<file path="config.mk">
export PLATFORM = sky130hd
export DESIGN_NAME = dwc_upsizer
export DESIGN_NICKNAME = d
export VERILOG_FILES = /design/src/rtl/dwc_pkg.sv /design/src/rtl/dwc_out_reg.sv /design/src/rtl/dwc_upsizer.sv
export SDC_FILE = /design/constraint.sdc
export NUM_CORES = 1
export LEC_CHECK = 0
export ABC_AREA = 1
export CAP_MARGIN = 20
export CELL_PAD_IN_SITES_DETAIL_PLACEMENT = 1
export CELL_PAD_IN_SITES_GLOBAL_PLACEMENT = 1
export CORE_MARGIN = 5
export CORE_UTILIZATION = 42
export CTS_BUF_LIST = sky130_fd_sc_hd__clkbuf_4 sky130_fd_sc_hd__clkbuf_8
export CTS_CLUSTER_DIAMETER = 50
export DETAILED_ROUTE_END_ITERATION = 16
export PLACE_DENSITY_LB_ADDON = 0.08
export SLEW_MARGIN = 15
export SYNTH_ARGS = -nofsm -noshare
export SYNTH_HDL_FRONTEND = slang
export SYNTH_HIERARCHICAL = 1
export SYNTH_SLANG_ARGS = --single-unit
</file>
<file path="constraint.sdc">
create_clock -name ap_clk -period 2.45 [get_ports ap_clk]
set_input_delay 0.49 -clock ap_clk [delete_from_list [all_inputs] [get_ports ap_clk]]
set_output_delay 0.49 -clock ap_clk [all_outputs]
set_load 0.02 [all_outputs]
</file>
<file path="src/rtl/dwc_pkg.sv">
// Shared helpers for the data-width converters (up-sizer and down-sizer).
// Element packing is done with a local typedef of the form
// logic [FOLD-1:0][ACTIVATION_WIDTH-1:0] inside each converter.
package dwc_pkg;

    // Number of narrow beats that make up one wide beat.
    function automatic int dwc_ratio(input int out_fold, input int in_fold);
        return out_fold / in_fold;
    endfunction

    // Beat-counter width; never below one bit, so RATIO == 1 still has a counter.
    function automatic int dwc_cnt_w(input int ratio);
        return (ratio <= 2) ? 1 : $clog2(ratio);
    endfunction

    // The wide fold must be a whole multiple of the narrow fold.
    function automatic bit dwc_fold_ok(input int out_fold, input int in_fold);
        return (in_fold > 0) && (out_fold >= in_fold) && ((out_fold % in_fold) == 0);
    endfunction

endpackage

</file>
<file path="src/rtl/dwc_out_reg.sv">
// Output register slice: holds one word plus its valid flag.
// A load always wins over a consume, so a word can be replaced in the
// same cycle that the previous one leaves.
module dwc_out_reg #(
    parameter int W = 8
) (
    input  logic         i_clk,
    input  logic         i_rst_n,
    input  logic         i_load,
    input  logic [W-1:0] i_data,
    input  logic         i_ready,
    output logic         o_valid,
    output logic [W-1:0] o_data
);

    logic         r_valid;
    logic [W-1:0] r_data;

    // Capture a new word on load, otherwise drop valid once it is consumed.
    always_ff @(posedge i_clk or negedge i_rst_n) begin
        if (!i_rst_n) begin
            r_valid <= 1'b0;
            r_data  <= '0;
        end else if (i_load) begin
            r_valid <= 1'b1;
            r_data  <= i_data;
        end else if (i_ready) begin
            r_valid <= 1'b0;
        end
    end

    assign o_valid = r_valid;
    assign o_data  = r_data;

endmodule

</file>
<file path="src/rtl/dwc_upsizer.sv">
// Width up-sizer: gathers RATIO narrow AXI-Stream beats (lowest first) and
// presents them as one wide beat. Non-completing beats are always taken;
// only the beat that completes a word waits for the output slot.
module dwc_upsizer
    import dwc_pkg::*;
#(
    parameter int ACTIVATION_WIDTH = 4,
    parameter int IN_FOLD          = 2,
    parameter int OUT_FOLD         = 10,
    parameter int IN_WIDTH         = ACTIVATION_WIDTH * IN_FOLD,
    parameter int OUT_WIDTH        = ACTIVATION_WIDTH * OUT_FOLD
) (
    input  logic                 ap_clk,
    input  logic                 ap_rst_n,
    input  logic [IN_WIDTH-1:0]  s_axis_input_tdata,
    input  logic                 s_axis_input_tvalid,
    output logic                 s_axis_input_tready,
    output logic [OUT_WIDTH-1:0] m_axis_output_tdata,
    output logic                 m_axis_output_tvalid,
    input  logic                 m_axis_output_tready
);

    localparam int RATIO = dwc_ratio(OUT_FOLD, IN_FOLD);
    localparam int CW    = dwc_cnt_w(RATIO);

    if (!dwc_fold_ok(OUT_FOLD, IN_FOLD)) begin : g_bad_fold
        $error("dwc_upsizer: OUT_FOLD must be an integer multiple of IN_FOLD");
    end

    typedef logic [IN_FOLD-1:0][ACTIVATION_WIDTH-1:0] in_beat_t;

    in_beat_t                w_beat;
    logic [OUT_WIDTH-1:0]    w_word;
    logic                    w_last;
    logic                    w_acc;
    logic                    w_load;
    logic                    w_out_vld;
    logic [CW-1:0]           r_cnt;
    logic                    r_rst_done;

    assign w_beat = s_axis_input_tdata;
    assign w_last = (r_cnt == CW'(RATIO - 1));

    // The completing beat needs a free (or freeing) output slot; the rest
    // only need reset to be fully released.
    assign s_axis_input_tready = r_rst_done & (!w_last | !w_out_vld | m_axis_output_tready);
    assign w_acc  = s_axis_input_tvalid & s_axis_input_tready;
    assign w_load = w_acc & w_last;

    // Keep tready low in the cycle reset is released.
    always_ff @(posedge ap_clk or negedge ap_rst_n) begin
        if (!ap_rst_n) r_rst_done <= 1'b0;
        else           r_rst_done <= 1'b1;
    end

    // Beat counter: steps on every accepted beat, wraps after the last slot.
    always_ff @(posedge ap_clk or negedge ap_rst_n) begin
        if (!ap_rst_n)  r_cnt <= '0;
        else if (w_acc) r_cnt <= w_last ? '0 : r_cnt + CW'(1);
    end

    if (RATIO > 1) begin : g_collect
        logic [RATIO-2:0][IN_WIDTH-1:0] r_buf;

        // Park each non-completing beat in the slot named by the counter.
        always_ff @(posedge ap_clk or negedge ap_rst_n) begin
            if (!ap_rst_n) begin
                r_buf <= '0;
            end else begin
                for (int k = 0; k < RATIO - 1; k++) begin
                    if (w_acc && (r_cnt == CW'(k))) r_buf[k] <= w_beat;
                end
            end
        end

        // Completing beat goes straight into the top slot of the wide word.
        assign w_word = {w_beat, r_buf};
    end else begin : g_passthru
        assign w_word = w_beat;
    end

    dwc_out_reg #(
        .W (OUT_WIDTH)
    ) u_out_reg (
        .i_clk   (ap_clk),
        .i_rst_n (ap_rst_n),
        .i_load  (w_load),
        .i_data  (w_word),
        .i_ready (m_axis_output_tready),
        .o_valid (w_out_vld),
        .o_data  (m_axis_output_tdata)
    );

    assign m_axis_output_tvalid = w_out_vld;

endmodule
</file>
==> summary.txt <==
Power and ir drop
  • Internal: 3.24 mW
  • Leakage: 2.11 nW
  • Psw: 1.70 mW
  • Worst vdd ir: 500 uV
  • Power Dens Cells: 1220 nW/um2
  • Part of the power in the clock network: 23.7%
  • Switching fraction of total power: 34.4%
  • Sequential Power Share: 42.7%
  • Combinational Power Share: 33.6%

Clock tree
  • Clock Path Buffers: 2
  • Worst-Skew Late Latency: 0.34 ns
  • CTS sink count: 77
  • TritonCTS Buffers: 9
  • # hold bufs at CTS: 0
  • Clk root buf: clkbuf_8
  • CTS tree: done
  • Htree depth: 3
  • Clk slew on worst S/H paths: 0.08 ns

Synthesis
  • Syn Area/Cell: 9.22 um2
  • Library cells used by synthesis: 18
  • Cell area after synthesis: 3250 um2
  • Syn nets: 370
  • Leading area contributor after synthesis: dfrtp_1
  • Top post-synthesis cells by area: dfrtp_1, nand2_1, nand4_1
  • Synth warn: 6
  • Synth top area share: 59.2%
  • Seq/Total Area, Yosys: 59.2%
  • Yosys reg bits: 77
  • Post-Synthesis Cells: 353

Floorplan
  • Num rows: 32
  • Die height: 98.0 um
  • Initial Util: 42.6%
  • Die area: 9610 um2
  • Ports: 54
  • Core Area: 7650 um2
  • Die Wd: 98.0 um

Timing
  • Worst-case clock skew: 0.00826 ns
  • Slew @ Worst Pin: 0.566 ns
  • Setup violations, final: 0
  • Setup TNS Final: 0 ns
  • Hold Fails Final Rpt: 0
  • Peak Freq: 445 MHz
  • Slew Limit Fails: 0
  • Fin crit share: 91.7%
  • Slew headroom: 62.1%
  • Worst setup margin: 0.203 ns
  • Unrepaired setup endpoints after global routing: no
  • Final min period: 2.25 ns

Global routing
  • Largest net degree at the start of global routing: 43
  • Vias in the first global route: 2593
  • Initial antenna violation count: 0
  • Gr usage total: 17.1%
  • First-pass GRT wire length: 13100 um
  • Remaining global-route overflow: 0

Cells and area
  • Final nets: 424
  • Syn-to-layout area delta: 24.5%
  • Antenna diodes: 0
  • Layout cells sized above 1: 8.98%
  • Final cell count without fillers: 514
  • Core Util, Final: 53.0%

Route
  • Final wirelength: 7710 um
  • Vias: 2479
  • DR pass1 iterations: 4
  • Routed Antenna Nets: 0
  • Vias per cell: 4.82
  • Drt wl/cell: 15.0 um
  • First DRT Iteration DRCs: 87
  • # DRC: 0

Place
  • Final Wtd Congestion: 0.831
  • Placed cell count: 498
  • Port Buffers: 53
  • Final HPWL DP: 5110 um
  • Placement Setup Slack: 0.0984 ns

Job
  • Number of max-cap violations: 0

Worst setup path
  • Req. time, crit path: 1.96 ns
  • Slowest CP cell: dfrtp_1
  • Worst Path Buf+Inv: 2
  • Crit-path max FO: 4
  • Critical Path AT: 1.76 ns
  • Crit-path max cell delay: 0.43 ns
  • Startpoint class of the critical path: flip-flop
  • Crit-path cells: inv_1, ha_1, nand2_2, nor2_1, nor2_4, dlygate4sd2_1
  • CP top delay family: buffers and inverters
  • CP Class: reg -> out
  • CP Capture Type: output port

Worst hold path
  • HP Class: in -> async

Outcome
  • Outcome: finished clean
sequential cells by signal, summed over array words and instances, names as in the netlist:
name / count
r_rst_done: 1
u_out_reg/o_valid: 1
r_cnt: 3
u_out_reg/o_data: 40
g_collect.r_buf: 32
cells by family (layout without fill, tap and decap cells):
kind of cell	after synthesis	count (layout)	share of synthesized area [%]
flops	77	77	59.2
fa+ha+maj	5	5	1.92
other cells	1	1	0.115
simple gates	226	226	29.6
compound gates	8	8	1.23
buf+inv	36	95	7.92
layer usage:
| layer | routed length (um) | GRT usage [%] | vias to the layer above | part of all wire, % |
|---|---|---|---|---|
| li1 | - | - | 1213 | - |
| met5 | 0 | 0 | - | 0 |
| met2 | 3630 | 28.1 | 55 | 47 |
| met3 | 349 | 4.00 | 8 | 4.5 |
| met1 | 3640 | 22.8 | 1203 | 47 |
| met4 | 88 | 4.79 | 0 | 1.1 |
layout by cell type, fill, tap and decap left out, types with 5 or more instances in the layout:
cell	Yosys	routed
buf_4	1	5
clkbuf_8	6	10
clkdlybuf4s50_1	0	51
dfrtp_1	77	77
ha_1	5	5
inv_1	19	19
nand2_1	178	178
nand2_2	10	10
nand4_1	30	30
o21ai_0	8	8
cell usage after synthesis (all sizes together):
cell type	count
conb	1
inv	20
clkbuf	6
nand4	30
nand2	188
nand3	2
o21ai	8
ha	5
nor2	6
dfrtp	77
buf	10
repair_timing:
item / 4_1_cts / 5_1_grt
endpoints found under the setup margin: 1 / 0
gates resized for setup: 1 / 0
buffers inserted: 0 / 0
power by group through the flow:
stage | Clock (mW) | Combinational (mW) | Sequential (mW)
CTS | 1.20 | 1.69 | 2.12
detailed placement | 0 | 1.67 | 2.14
finish | 1.17 | 1.66 | 2.11
global placement | 0 | 1.63 | 2.12
floorplan | 0 | 0.631 | 2.41
global route | 1.25 | 1.84 | 2.19
cell type report:
cell class                      instances  area [um2]
Clock buffer                           10         138
Clock inverter                          6         110
Fill cell                             877        3600
Inverter                               20        82.6
Multi-Input combinational cell        240        1070
Sequential cell                        77        1930
Tap cell                              102         128
Timing Repair Buffer                   59         597
stage by stage:
step	area [um2]	power (mW)	hold slack (ns)
after floorplan	3250	3.04	0.194
after global routing	4050	5.28	0.166
after global placement	3800	3.75	0.454
final	4050	4.95	0.133
after detailed placement	3800	3.81	0.457
after CTS	4050	5.02	0.144
worst paths after layout:
kind                                             startpoint                          endpoint  slack, ns  depth (start not counted)
setup / recovery                       r_cnt[0]$_DFFE_PN0P_               s_axis_input_tready       0.20                          6
hold / removal                                     ap_rst_n   u_out_reg/o_data[0]$_DFFE_PN0P_       0.13                          1
min in group ap_clk        u_out_reg/o_data[21]$_DFFE_PN0P_  u_out_reg/o_data[21]$_DFFE_PN0P_       0.47                          2
setup reg to reg                       r_cnt[0]$_DFFE_PN0P_  u_out_reg/o_data[29]$_DFFE_PN0P_       0.53                         10
hold reg to reg            u_out_reg/o_data[21]$_DFFE_PN0P_  u_out_reg/o_data[21]$_DFFE_PN0P_       0.47                          2
max in group asynchronous                          ap_rst_n   g_collect.r_buf[10]$_DFFE_PN0P_       1.71                          2
(Power assumes the default switching activity.)
